File: config.mk
export PLATFORM = sky130hd
export DESIGN_NAME = counter_nbit_mod
export DESIGN_NICKNAME = d
export VERILOG_FILES = /design/src/rtl/counter_pkg.sv /design/src/rtl/counter_nbit_mod.sv
export SDC_FILE = /design/constraint.sdc
export NUM_CORES = 1
export LEC_CHECK = 0
export CAP_MARGIN = 20
export CORE_AREA = 2 2 39 41
export CTS_CLUSTER_DIAMETER = 120
export DETAILED_ROUTE_END_ITERATION = 7
export DIE_AREA = 0 0 41 43
export SYNTH_ARGS = -nofsm -noshare
export SYNTH_HDL_FRONTEND = slang
export SYNTH_SLANG_ARGS = --single-unit
File: constraint.sdc
create_clock -name clk -period 2.7 [get_ports clk]
set_input_delay 0.27 -clock clk [delete_from_list [all_inputs] [get_ports clk]]
set_output_delay 0.27 -clock clk [all_outputs]
set_load 0.03 [all_outputs]
File: src/rtl/counter_pkg.sv
// counter_pkg
//   Shared definitions for the counting primitives in the FSM/logic library.
//   - CNT_UP / CNT_DOWN : encodings for the 'up' direction input.
//   - clog2()           : bits needed to hold the values 0..value-1, so a
//                         caller can size WIDTH from a chosen MODULUS.
package counter_pkg;

  localparam logic CNT_UP   = 1'b1;
  localparam logic CNT_DOWN = 1'b0;

  // Constant function; clog2(1) = 0, clog2(10) = 4, clog2(16) = 4.
  function automatic int clog2(input longint value);
    int     bits;
    longint v;
    bits = 0;
    v    = value - 1;
    while (v > 0) begin
      bits = bits + 1;
      v    = v >>> 1;
    end
    return bits;
  endfunction

endpackage

File: src/rtl/counter_nbit_mod.sv
// counter_nbit_mod
//   Parametrised, cascadable, synchronous modulo-MODULUS up/down counter.
//   Counts 0..MODULUS-1, wraps in either direction, supports a clamped
//   parallel load and keeps a sticky wrap flag.
//
// Parameters
//   WIDTH    counter width, 1..32
//   MODULUS  count range 0..MODULUS-1, 2..2**WIDTH
//
// Ports
//   clk      rising-edge clock
//   rst      asynchronous, active-high reset (clears q and ovf)
//   en       count enable, shared by every stage of a chain
//   ci       carry-in; tie to 1 on the first (or only) stage
//   up       1 = count up, 0 = count down
//   load     synchronous parallel load, beats counting
//   d        load value; values >= MODULUS load MODULUS-1
//   clr_ovf  synchronous clear of ovf (a simultaneous wrap wins)
//   q        registered count
//   rc       combinational ripple carry/borrow; drive next stage's ci
//   ovf      registered sticky wrap flag
//
// Chaining: next.ci = this.rc, en shared. rc is combinational so every stage
// of a chain steps on the same edge.
module counter_nbit_mod
  import counter_pkg::*;
#(
  parameter int     WIDTH   = 4,
  parameter longint MODULUS = 16
) (
  input  logic             clk,
  input  logic             rst,
  input  logic             en,
  input  logic             ci,
  input  logic             up,
  input  logic             load,
  input  logic [WIDTH-1:0] d,
  input  logic             clr_ovf,
  output logic [WIDTH-1:0] q,
  output logic             rc,
  output logic             ovf
);

  // Parameter legality is enforced at elaboration time.
  if (WIDTH < 1 || WIDTH > 32) begin : g_bad_width
    $error("counter_nbit_mod: WIDTH must be in 1..32");
  end
  if (MODULUS < 2 || MODULUS > (longint'(1) << WIDTH)) begin : g_bad_modulus
    $error("counter_nbit_mod: MODULUS must be in 2..2**WIDTH");
  end

  localparam logic [WIDTH-1:0] MAXV = WIDTH'(MODULUS - 1);
  // Full-range modulus: every code is legal and the binary wrap is free.
  localparam bit FULL = (MODULUS == (longint'(1) << WIDTH));

  logic             step;      // a count step happens on the next edge
  logic             tc;        // terminal count in the current direction
  logic             illegal;   // q outside 0..MODULUS-1
  logic [WIDTH-1:0] d_clamped;

  if (FULL) begin : g_full
    assign illegal   = 1'b0;
    assign d_clamped = d;
  end else begin : g_partial
    assign illegal   = (q > MAXV);
    assign d_clamped = (d > MAXV) ? MAXV : d;
  end

  assign step = ~load & en & ci;
  assign tc   = (up == CNT_UP) ? (q == MAXV) : (q == '0);
  assign rc   = step & tc;

  always_ff @(posedge clk or posedge rst) begin
    if (rst) begin
      q <= '0;
    end else if (load) begin
      q <= d_clamped;
    end else if (step) begin
      // An out-of-range value (glitch/X recovery) snaps back to zero.
      if (illegal) begin
        q <= '0;
      end else if (up == CNT_UP) begin
        q <= tc ? '0 : q + 1'b1;
      end else begin
        q <= tc ? MAXV : q - 1'b1;
      end
    end
  end

  // Set on a wrap; a wrap on the same edge as clr_ovf leaves the flag set.
  always_ff @(posedge clk or posedge rst) begin
    if (rst) begin
      ovf <= 1'b0;
    end else if (step && tc) begin
      ovf <= 1'b1;
    end else if (clr_ovf) begin
      ovf <= 1'b0;
    end
  end

endmodule

==> results.py <==
metrics = {
    "final_layout": {
        "fillers": 145,
        "antennaDiodeCount": 0,
        "finalNetCount": 83,
        "final_area_um2": 611,
        "area_growth_pct": 45.2,
        "seq_area_um2": 125,
        "drive_gt1_share_pct": 13.0,
        "multi_input_area_um2": 255,
    },
    "timing": {
        "finalSetupViolations": 0,
        "period_minus_slack_ns": 2.39,
        "clock_skew_ns": 0.00430,
        "rsz0062_at_grt": "false",
        "max_freq_ghz": 0.419,
        "finalHoldViolations": 0,
        "period_share_pct": 88.4,
        "slew-limit-headroom_pct": 79.5,
        "tightest_slew_ns": 0.307,
        "tns_ns": 0,
        "slew_violations": 0,
    },
    "detailed_routing": {
        "wire_per_inst_um": 12.3,
        "dr.pass1.iters": 4,
        "drc_errors": 0,
        "ant_nets": 0,
        "num_vias": 434,
        "routed_wl_um": 1040,
        "post_drt_via_cell_ratio": 5.11,
        "drt_iter0_markers": 7,
    },
    "clock_tree": {
        "cts_tree": "yes",
        "cts_made_buffers": 3,
        "cts-resized-gates": 0,
        "clock-sinks": 5,
        "insertion_delay_ns": 0.25,
        "ctsHoldBuffers": 0,
        "path_clk_slew_ns": 0.05,
        "clockBufferDepth": 2,
        "cts_root_buf": "clkbuf_4",
        "post_cts_buffers": 0,
        "htreeDepth": 1,
    },
    "die": {
        "io_pins": 17,
        "die_h_um": 43,
        "design.die.area_um2": 1760,
        "design.core.area_um2": 1380,
        "rows": 14,
        "fp.dieW_um": 41,
        "start_util_pct": 30.4,
    },
    "critical_path": {
        "crit_fanout": 7,
        "worstPathRequired_ns": 2.43,
        "worst_setup_path_start_kind": "register",
        "slowest_delay_ns": 0.45,
        "endpoint_kind": "primary output",
        "critPathSlowestCell": "dfrtp_1",
        "worstPathCellList": "inv_1 -> ha_1 -> or3b_1 -> or2_1 -> a211oi_1 -> buf_4",
        "crit_arrival_ns": 2.12,
        "worstSetupPathType": "register to primary output",
        "r2r_cells": 6,
    },
    "synthesis": {
        "yosysWarnings": 0,
        "syn_area_per_cell_um2": 8.08,
        "synthCells": 52,
        "synth_area_um2": 420,
        "syn-num-nets": 65,
        "synth_cell_types": 29,
        "ys_seq_area_share_pct": 29.8,
        "synth_seq_cells": 5,
    },
    "pwr": {
        "powerDensity_nw_per_um2": 471,
        "power.static_leakage_nw": 0.263,
        "peakVddDrop_mv": 0.181,
    },
    "placed_design": {
        "place_area_um2": 584,
        "gp_congestion": 0.813,
        "port_buffers": 16,
        "hpwl_um": 750,
    },
    "flow_run": {
        "drv_cap": 0,
    },
    "global_route": {
        "antenna_found_initial": 0,
        "grt_pass1_vias": 404,
        "gr-usage-all-layers_pct": 14.8,
        "grt_pass1_wl_um": 1700,
        "gr-total-overflow": 0,
        "grt_max_degree": 11,
    },
    "status": {
        "status": "finished, final reports clean",
    },
    "worst_hold_path": {
        "hold_class": "input port to asynchronous set/reset pin",
    },
}
[layout by cell type (no fill, tap or decap), types with 2 or more instances in the layout]
cell type | Yosys | layout
inv_1 | 4 | 4
clkbuf_4 | 0 | 3
buf_4 | 1 | 2
ha_1 | 2 | 2
a211oi_1 | 2 | 2
nand2_1 | 5 | 5
a21oi_1 | 5 | 5
o21ai_0 | 2 | 2
clkdlybuf4s50_1 | 0 | 15
a21o_1 | 2 | 2
dfrtp_1 | 5 | 5
nor2_1 | 3 | 3
o31ai_1 | 2 | 2
[sequential cells by signal, summed over array words and instances (netlist names)]
name  count
ovf       1
q         4
[kinds of logic after synthesis]
family	after synthesis	share of synthesized area [%]
flip-flops	5	29.8
adder cells (fa/ha/maj)	2	5.95
AND/OR/NAND/NOR	14	16.7
XOR/XNOR	1	2.08
buffers and inverters	9	9.52
multiplexers	1	2.38
AO/OA/AOI/OAI	20	33.6
[metal layers]
layer | vias to the layer above | routed length [um] | part of all wire (%) | track usage [%]
li1 | 220 | - | - | -
met2 | 15 | 482 | 46 | 21.9
met1 | 196 | 463 | 44 | 17.0
met4 | 0 | 15 | 1.4 | 8.00
met5 | - | 0 | 0 | 0
met3 | 3 | 82 | 7.9 | 6.28
[path summary, 6_finish.rpt]
kind                             startpoint               end  slack [ns]
setup / recovery           q[1]$_DFFE_PP0P_                rc        0.31
hold / removal                          rst  q[2]$_DFFE_PP0P_        0.21
setup reg to reg           q[1]$_DFFE_PP0P_   ovf$_DFFE_PP0P_        0.87
hold reg to reg             ovf$_DFFE_PP0P_   ovf$_DFFE_PP0P_        0.47
max in group asynchronous               rst  q[1]$_DFFE_PP0P_        2.31
min in group clk            ovf$_DFFE_PP0P_   ovf$_DFFE_PP0P_        0.47
[critical path, delay by kind of cell, from the launching register on]
kind	cells	cell delay, ns
DFF	1	0.45
buffers and inverters	2	0.32
and+or+nand+nor	2	0.58
AOI/OAI and AO/OA	1	0.30
adders and majority gates	1	0.21
[power by group]
group | internal, mW | switching, mW | total [mW]
registers | 0.0820 | 0.0137 | 0.0957
clock network | 0.0562 | 0.0353 | 0.0914
logic | 0.0503 | 0.0501 | 0.100
[cell type report]
| class | count | area share [%] |
|---|---|---|
| Inverter | 5 | 3.07 |
| Clock buffer | 4 | 4.30 |
| Tap cell | 16 | 3.28 |
| Sequential cell | 5 | 20.5 |
| Multi-Input combinational cell | 38 | 41.8 |
| Timing Repair Buffer | 17 | 27.0 |
[Yosys cell counts (all sizes together)]
cell,count,area [um2]
buf,3,17.5
a21o,2,15.0
mux2i,1,10.0
a211oi,2,15.0
a21bo,1,10.0
o21bai,1,7.51
or4,1,7.51
a311oi,1,8.76
a31oi,1,6.26
clkbuf,1,3.75
nand4,1,6.26
xnor2,1,8.76
dfrtp,5,125
o31ai,2,15.0
o21ai,2,10.0
o31a,1,10.0
or3b,1,8.76
or2,1,6.26
nand2,5,18.8
nor2b,1,6.26
a21oi,6,33.8
ha,2,25.0
nor2,3,11.3
inv,5,18.8
a311o,1,10.0
nor3,1,5.00
[stage by stage]
stage | utilization (%) | worst slack (ns) | hold slack (ns) | total power [mW] | cells
final | 44.1 | 0.312 | 0.214 | 0.288 | 85
after global routing | 44.1 | 0.204 | 0.227 | 0.305 | 85
after CTS | 44.1 | 0.302 | 0.212 | 0.292 | 85
after detailed placement | 42.2 | 0.453 | 0.466 | 0.197 | 81
after global placement | 42.2 | 0.488 | 0.475 | 0.197 | 81
after floorplan | - | 0.196 | 0.0485 | 0.158 | 52
Power figures use the tool's default switching activity.
